==> config.mk <==
export PLATFORM = sky130hd
export DESIGN_NAME = psum_requantizer
export DESIGN_NICKNAME = d
export VERILOG_FILES = /design/src/rtl/psum_requantizer.sv
export SDC_FILE = /design/constraint.sdc
export NUM_CORES = 1
export LEC_CHECK = 0
export ABC_AREA = 1
export ABC_CLOCK_PERIOD_IN_PS = 7100
export CORE_ASPECT_RATIO = 0.5
export CORE_MARGIN = 2
export CORE_UTILIZATION = 30
export DETAILED_ROUTE_END_ITERATION = 8
export GPL_TIMING_DRIVEN = 0
export PLACE_DENSITY = 0.54
export SYNTH_ARGS = -nofsm -noshare
export SYNTH_HDL_FRONTEND = slang
export SYNTH_SLANG_ARGS = --single-unit
==> constraint.sdc <==
create_clock -name i_clk -period 7.1 [get_ports i_clk]
set_input_delay 0.71 -clock i_clk [delete_from_list [all_inputs] [get_ports i_clk]]
set_output_delay 0.71 -clock i_clk [all_outputs]
set_load 0.03 [all_outputs]
==> src/rtl/psum_requantizer.sv <==
// psum_requantizer: 2-stage valid/ready narrowing of 2*DW partial sums with shift, round, saturate and ReLU
module psum_requantizer #(
    parameter int DATA_WIDTH  = 16,
    parameter int SHIFT_WIDTH = $clog2(DATA_WIDTH) + 1,
    parameter int CNT_WIDTH   = 16
) (
    input  logic                    i_clk,
    input  logic                    i_reset,
    input  logic                    i_cfg_we,
    input  logic [SHIFT_WIDTH-1:0]  i_cfg_shift,
    input  logic                    i_cfg_round,
    input  logic                    i_cfg_sat,
    input  logic                    i_cfg_relu,
    output logic                    o_cfg_err,
    input  logic                    i_in_valid,
    output logic                    o_in_ready,
    input  logic [2*DATA_WIDTH-1:0] i_in_data,
    input  logic                    i_in_last,
    output logic                    o_out_valid,
    input  logic                    i_out_ready,
    output logic [DATA_WIDTH-1:0]   o_out_data,
    output logic                    o_out_last,
    output logic                    o_busy,
    output logic [CNT_WIDTH-1:0]    o_sat_count
);
    localparam int IW = 2 * DATA_WIDTH;
    localparam int TW = IW + 1;

    logic [SHIFT_WIDTH-1:0] r_shift;
    logic                   r_round, r_sat, r_relu, r_cfg_err;
    logic                   r_s1_valid, r_s1_last;
    logic [TW-1:0]          r_s1_t;
    logic                   r_out_valid, r_out_last, r_out_sat;
    logic [DATA_WIDTH-1:0]  r_out_data;
    logic [CNT_WIDTH-1:0]   r_sat_count;

    logic                   w_en, w_acc, w_cfg_ok, w_ovf;
    logic [SHIFT_WIDTH-1:0] w_sh;
    logic signed [TW-1:0]   w_bias, w_sum, w_t;
    logic [IW-DATA_WIDTH+1:0] w_top;
    logic [DATA_WIDTH-1:0]  w_q, w_res;

    assign w_en       = !r_out_valid || i_out_ready;
    assign w_acc      = i_in_valid && w_en;
    assign o_in_ready = w_en;
    assign o_busy     = r_s1_valid || r_out_valid;
    assign w_cfg_ok   = i_cfg_we && !o_busy && !w_acc;

    // Stage 1 arithmetic: the extra top bit keeps the rounding add from overflowing
    assign w_sh   = (r_shift > SHIFT_WIDTH'(DATA_WIDTH)) ? SHIFT_WIDTH'(DATA_WIDTH) : r_shift;
    assign w_bias = (r_round && w_sh != '0) ? (TW'(1) << (w_sh - 1'b1)) : '0;
    assign w_sum  = {i_in_data[IW-1], i_in_data} + w_bias;
    assign w_t    = w_sum >>> w_sh;

    // Stage 2 arithmetic: any disagreement among bits above the output sign bit means overflow
    assign w_top = r_s1_t[TW-1:DATA_WIDTH-1];
    assign w_ovf = !(&w_top) && (|w_top);
    assign w_q   = (r_sat && w_ovf) ? {r_s1_t[TW-1], {(DATA_WIDTH-1){~r_s1_t[TW-1]}}}
                                    : r_s1_t[DATA_WIDTH-1:0];
    assign w_res = (r_relu && w_q[DATA_WIDTH-1]) ? '0 : w_q;

    assign o_cfg_err   = r_cfg_err;
    assign o_out_valid = r_out_valid;
    assign o_out_data  = r_out_data;
    assign o_out_last  = r_out_last;
    assign o_sat_count = r_sat_count;

    // Config registers load only while the pipeline is empty and idle; otherwise flag the rejection
    always_ff @(posedge i_clk) begin
        if (i_reset) begin
            r_shift   <= '0;
            r_round   <= 1'b0;
            r_sat     <= 1'b1;
            r_relu    <= 1'b0;
            r_cfg_err <= 1'b0;
        end else begin
            r_cfg_err <= i_cfg_we && !w_cfg_ok;
            if (w_cfg_ok) begin
                r_shift <= i_cfg_shift;
                r_round <= i_cfg_round;
                r_sat   <= i_cfg_sat;
                r_relu  <= i_cfg_relu;
            end
        end
    end

    // Stage 1: capture shifted/rounded value whenever the pipeline advances
    always_ff @(posedge i_clk) begin
        if (i_reset) begin
            r_s1_valid <= 1'b0;
            r_s1_last  <= 1'b0;
            r_s1_t     <= '0;
        end else if (w_en) begin
            r_s1_valid <= i_in_valid;
            r_s1_last  <= i_in_last;
            r_s1_t     <= w_t;
        end
    end

    // Stage 2: saturate or wrap, apply ReLU, remember whether the item saturated
    always_ff @(posedge i_clk) begin
        if (i_reset) begin
            r_out_valid <= 1'b0;
            r_out_last  <= 1'b0;
            r_out_data  <= '0;
            r_out_sat   <= 1'b0;
        end else if (w_en) begin
            r_out_valid <= r_s1_valid;
            r_out_last  <= r_s1_last;
            r_out_data  <= w_res;
            r_out_sat   <= r_s1_valid && r_sat && w_ovf;
        end
    end

    // Saturation counter advances once per delivered saturated item and sticks at all-ones
    always_ff @(posedge i_clk) begin
        if (i_reset)
            r_sat_count <= '0;
        else if (r_out_valid && i_out_ready && r_out_sat && !(&r_sat_count))
            r_sat_count <= r_sat_count + 1'b1;
    end
endmodule

# Word-level counts from Yosys, hierarchy flattened
# Cells that the tools add are included.
# op_classes
reduce_logical	25
magnitude_cmp	1
n_mux	4
n_bitwise	1
shifts	2
n_addsub	3
# ops
op	n
adder 33 bit	1
2-to-1 mux 33 bit	1
<< shifter 1 x 5 -> 33 bit (first input constant)	1
>>> shifter 33 x 5 -> 33 bit	1
2-to-1 mux 16 bit	2
AND reduction 18 bit	1
OR reduction 18 bit	1
adder 16 x 1 -> 16 bit (second input constant)	1
AND reduction 16 bit	1
logical AND 1 bit	13
logical NOT 1 bit	6
greater-than comparator 5 bit (second input constant)	1
2-to-1 mux 5 bit	1
nonzero test 5 bit	1
subtractor 5 x 1 -> 5 bit (second input constant)	1
logical OR 1 bit	2
inverter 1 bit	1
# word_totals
output_inout_bits	37
reg_bits	79
word_cells	49

# Depth between registers and ports, before layout
# depth
depth_word	7
mapped_depth	30

# Least setup slack after synthesis
# No wires, ideal clock.
# synth_path
path_kind	reg-to-reg
start	register r_shift[4]
end	register r_s1_t[10]
t_arrival_ps	3346
required_time_ps	6982
n_path_buf	1
setup_time_ps	118
path_slack_ps	3636
path_stages_with_launch	29
period_less_slack_ps	3464
cell_sequence	dfxtp_1 buf_2 inv_2 nand2_1 inv_2 nor2_2 nand2_1 o21ai_1 nor2_1 nand3_1 inv_1 ha_1 fa_1 nand2_2 nand2_1 nand3b_1 nand2_1 nand2_1 nand2_1 nand2_1 nand2_1 nand2_1 nand3_1 nand3_1 nand3_1 nand3_1 nand3_1 nor2_1 nor2_1
# synth_between
elab_chain_cells	7
# synth_lines
element	line	rtl
from (decl)	29	logic [SHIFT_WIDTH-1:0] r_shift;
from (signal assigned)	79	r_shift <= i_cfg_shift;
greater-than comparator 5 bit	50	assign w_sh = (r_shift > SHIFT_WIDTH'(DATA_WIDTH)) ? SHIFT_WIDTH'(DATA_WIDTH) : r_shift;
2-to-1 mux 5 bit (*)	50	
subtractor 5 x 1 -> 5 bit / nonzero test 5 bit (equally long branches)	51	assign w_bias = (r_round && w_sh != '0) ? (TW'(1) << (w_sh - 1'b1)) : '0;
<< shifter 1 x 5 -> 33 bit / logical AND 1 bit (equally long branches)	51	
2-to-1 mux 33 bit	51	
adder 33 bit	52	assign w_sum = {i_in_data[IW-1], i_in_data} + w_bias;
>>> shifter 33 x 5 -> 33 bit (*)	53	assign w_t = w_sum >>> w_sh;
to (signal assigned)	96	r_s1_t <= w_t;
to (decl)	32	logic [TW-1:0] r_s1_t;
# Every way passes the cells marked *; elsewhere a longest branch is shown, timed or not.
# A chain may end at the register's enable or synchronous reset.

# Worst setup path in the final report
# Ends and elaborated chain as after synthesis.

==> flow_metrics.env <==
export IMPL_globalRouteTotalUtil=0.204
export IMPL_io_buffers=82
export IMPL_crit_path_max_fanout=10
export IMPL_synthArstFlopShare=0
export IMPL_first_pass_iters=5
export IMPL_slew_viol_final=0
export IMPL_synth_seq_cells=79
export IMPL_rows=40
export IMPL_yosys_warnings=0
export IMPL_routed_wl_um=25900
export IMPL_numCtsBuffers=9
export IMPL_fmaxAchievable_mhz=212
export IMPL_clockRootBuffer="sky130_fd_sc_hd__clkbuf_16"
export IMPL_syn_mean_instance_area_sq_um=5.86
export IMPL_final_net_count=1426
export IMPL_yosys_top_cells_area="sky130_fd_sc_hd__dfxtp_1 (22%), sky130_fd_sc_hd__nand2_1 (17%), sky130_fd_sc_hd__nand3_1 (16%), sky130_fd_sc_hd__inv_1 (7.7%), sky130_fd_sc_hd__ha_1 (5.7%)"
export IMPL_timing_final_setup_violations=0
export IMPL_post_drt_wl_per_cell_um=15.5
export IMPL_initialDrtViolationCount=604
export IMPL_dp_area_sq_um=8520
export IMPL_cellPowerDensity_nw_per_um2=188
export IMPL_maximum_number_of_buffers_from_clock_root_to_sink=2
export IMPL_timing_critical_path_required_ns=7.31
export IMPL_finalHoldViolations=0
export IMPL_ir_drop_uv=95.2
export IMPL_crit_arrival_ns=4.93
export IMPL_final_core_util=0.372
export IMPL_insertedDiodeCount=0
export IMPL_drive_gt1_frac=0.0674
export IMPL_hold_depth=2
export IMPL_critPathSlowestCell="sky130_fd_sc_hd__fa_1"
export IMPL_synth_seq_area_share=0.218
export IMPL_path_common_cell="sky130_fd_sc_hd__nand2_1"
export IMPL_core_region_area_sq_um=23900
export IMPL_floorplan_die_area_sq_um=25500
export IMPL_holdPathEnd="o_sat_count[13]$_SDFFE_PP0P_"
export IMPL_antenna_left=0
export IMPL_io_pin_count=83
export IMPL_holdCritStartpoint="o_sat_count[13]$_SDFFE_PP0P_"
export IMPL_max_cap_viol_count=0
export IMPL_r2r_start="r_shift[4]$_SDFFE_PP0P_"
export IMPL_end_kind="flop"
export IMPL_finalHoldWorstSlack_ns=0.462
export IMPL_grt_overflow=0
export IMPL_rrSetupSlack_ns=2.39
export IMPL_cts_tree="built"
export IMPL_antenna_violations_before_repair=0
export IMPL_grt_pass1_wl_um=41400
export IMPL_drcViolationCount=0
export IMPL_skew_ns=0.00910
export IMPL_synth_top_cell_area_share=0.218
export IMPL_synth_top_flop_cell="sky130_fd_sc_hd__dfxtp_1"
export IMPL_fp_dieW_um=224
export IMPL_start_util=0.304
export IMPL_dr_total_vias=8360
export IMPL_post_cts_setup_buffer_count=0
export IMPL_area_growth_synth_to_final_pct=22.3
export IMPL_cts_htree_levels=3
export IMPL_syn_instance_count=1238
export IMPL_synth_edff_count=0
export IMPL_setup_worst_path_class="flop to flop"
export IMPL_critical_register_to_register_path_endpoint="r_s1_t[10]$_SDFFE_PP0N_"
export IMPL_vias_per_cell=5.02
export IMPL_grt_setup_unrepaired="false"
export IMPL_tightest_slew_margin_relative_to_the_limit=0.554
export IMPL_syn_cell_area_sq_um=7250
export IMPL_result_of_the_run="complete, no violations"
export IMPL_r2r_cells=28
export IMPL_quantity_of_hold_fixing_buffers_added_after_cts=0
export IMPL_mostFrequentLayoutCell="sky130_fd_sc_hd__nand2_1"
export IMPL_max_stage_delay_ns=0.42
export IMPL_final_cell_mix="sky130_fd_sc_hd__nand2_1 (327), sky130_fd_sc_hd__nand3_1 (239), sky130_fd_sc_hd__inv_1 (148), sky130_fd_sc_hd__clkdlybuf4s50_1 (82), sky130_fd_sc_hd__dfxtp_1 (79)"
export IMPL_place_congestion=0.914
export IMPL_clkTransAtPathRegs_ns=0.06
export IMPL_cellLeakagePower_nw=4.14
export IMPL_place_detailed_hpwl_um=21900
export IMPL_fill_cells=2632
export IMPL_final_design_area_no_fill_sq_um=8870
export IMPL_clock_sinks=79
export IMPL_clock_latency_ns=0.33
export IMPL_grt_start_max_net_pins=14
export IMPL_post_synth_num_cell_types=47
export IMPL_min_path_type="flop to flop"
export IMPL_timing_worst_slew_pin_value_ns=0.669
export IMPL_layout_worst_path_cycle_share=0.664
export IMPL_fin_setup_tns_ns=0
export IMPL_first_global_vias=7664
export IMPL_fp_dieH_um=114
export IMPL_timing_critical_path_from_type="flop"
export IMPL_cts_resized_gates=0
export IMPL_netlist_top_cell_by_area="sky130_fd_sc_hd__dfxtp_1"
export IMPL_layout_min_cycle_time_ns=4.71
[worst max path at each step]
stage / startpoint / to / slack (ns) / cells past startpoint
final: r_shift[4]$_SDFFE_PP0P_ / r_s1_t[10]$_SDFFE_PP0N_ / 2.39 / 28
after global routing: r_shift[4]$_SDFFE_PP0P_ / r_s1_t[13]$_SDFFE_PP0N_ / 2.01 / 28
after CTS: r_shift[4]$_SDFFE_PP0P_ / r_s1_t[10]$_SDFFE_PP0N_ / 2.46 / 28
after detailed placement: r_shift[4]$_SDFFE_PP0P_ / r_s1_t[10]$_SDFFE_PP0N_ / 2.49 / 28
after global placement: r_shift[4]$_SDFFE_PP0P_ / r_s1_t[13]$_SDFFE_PP0N_ / 2.58 / 30
after floorplan: r_shift[4]$_SDFFE_PP0P_ / r_s1_t[10]$_SDFFE_PP0N_ / 3.64 / 28
[layer usage]
layer / GRT usage / vias up / share of wire
li1: - / 4298 / -
met1: 0.302 / 3831 / 0.52
met2: 0.329 / 223 / 0.43
met3: 0.0165 / 8 / 0.047
met4: 0.0284 / 0 / 0.0052
met5: 0 / - / 0
[flip-flops by register name, indices dropped and copies added (netlist names)]
name	flops
o_cfg_err	1
o_out_data	16
o_out_last	1
o_out_valid	1
o_sat_count	16
r_out_sat	1
r_relu	1
r_round	1
r_s1_last	1
r_s1_t	33
r_s1_valid	1
r_sat	1
r_shift	5
[power breakdown]
part           switching (mW)  total, mW  leakage [nW]  internal, mW
registers              0.0337      0.528         0.653         0.495
logic                   0.398      0.602          3.33         0.204
clock network           0.180      0.534         0.162         0.353
total                   0.612       1.66          4.14          1.05
[layout make-up]
class | count | area, sq um | share of cell area
buffer | 46 | 189 | 0.0213
sequential | 79 | 1580 | 0.178
timing repair buffer | 82 | 821 | 0.0925
clock inverter | 5 | 105 | 0.0118
tap | 315 | 394 | 0.0444
inverter | 161 | 604 | 0.0681
clock buffer | 11 | 243 | 0.0274
multi-input combinational | 967 | 4930 | 0.556
[critical path, delay by kind of cell (launching register included)]
family / cells / cell delay, ns
compound gates: 1 / 0.24
fa+ha+maj: 2 / 0.62
simple gates: 21 / 2.73
buf+inv: 4 / 0.65
flops: 1 / 0.35
[through the flow]
stage	setup slack [ns]	total power [mW]	std cells
2_1_floorplan	3.64	0.924	1253
3_5_place_dp	2.49	1.13	1650
5_1_grt	2.01	1.77	1666
3_3_place_gp	2.58	1.12	1650
4_1_cts	2.46	1.66	1666
6_report	2.39	1.66	1666
[cells in the mapped netlist, types with 13 or more instances]
master	instances
sky130_fd_sc_hd__a21oi_1	70
sky130_fd_sc_hd__nand2_2	19
sky130_fd_sc_hd__ha_1	33
sky130_fd_sc_hd__clkbuf_1	27
sky130_fd_sc_hd__a31oi_1	17
sky130_fd_sc_hd__nand3_1	239
sky130_fd_sc_hd__inv_2	13
sky130_fd_sc_hd__inv_1	148
sky130_fd_sc_hd__nor2_1	77
sky130_fd_sc_hd__dfxtp_1	79
sky130_fd_sc_hd__o21ai_0	55
sky130_fd_sc_hd__nand2_1	327
[logic make-up after synthesis]
logic type | count (synthesis) | share of synthesized area
AND/OR/NAND/NOR | 724 | 0.451
buffers and inverters | 207 | 0.109
AO/OA/AOI/OAI | 181 | 0.147
flip-flops | 79 | 0.218
adder cells (fa/ha/maj) | 34 | 0.0597
XOR/XNOR | 11 | 0.0133
other | 1 | 0.000517
multiplexers | 1 | 0.00138
No activity file was read; power rests on OpenSTA's default activity.
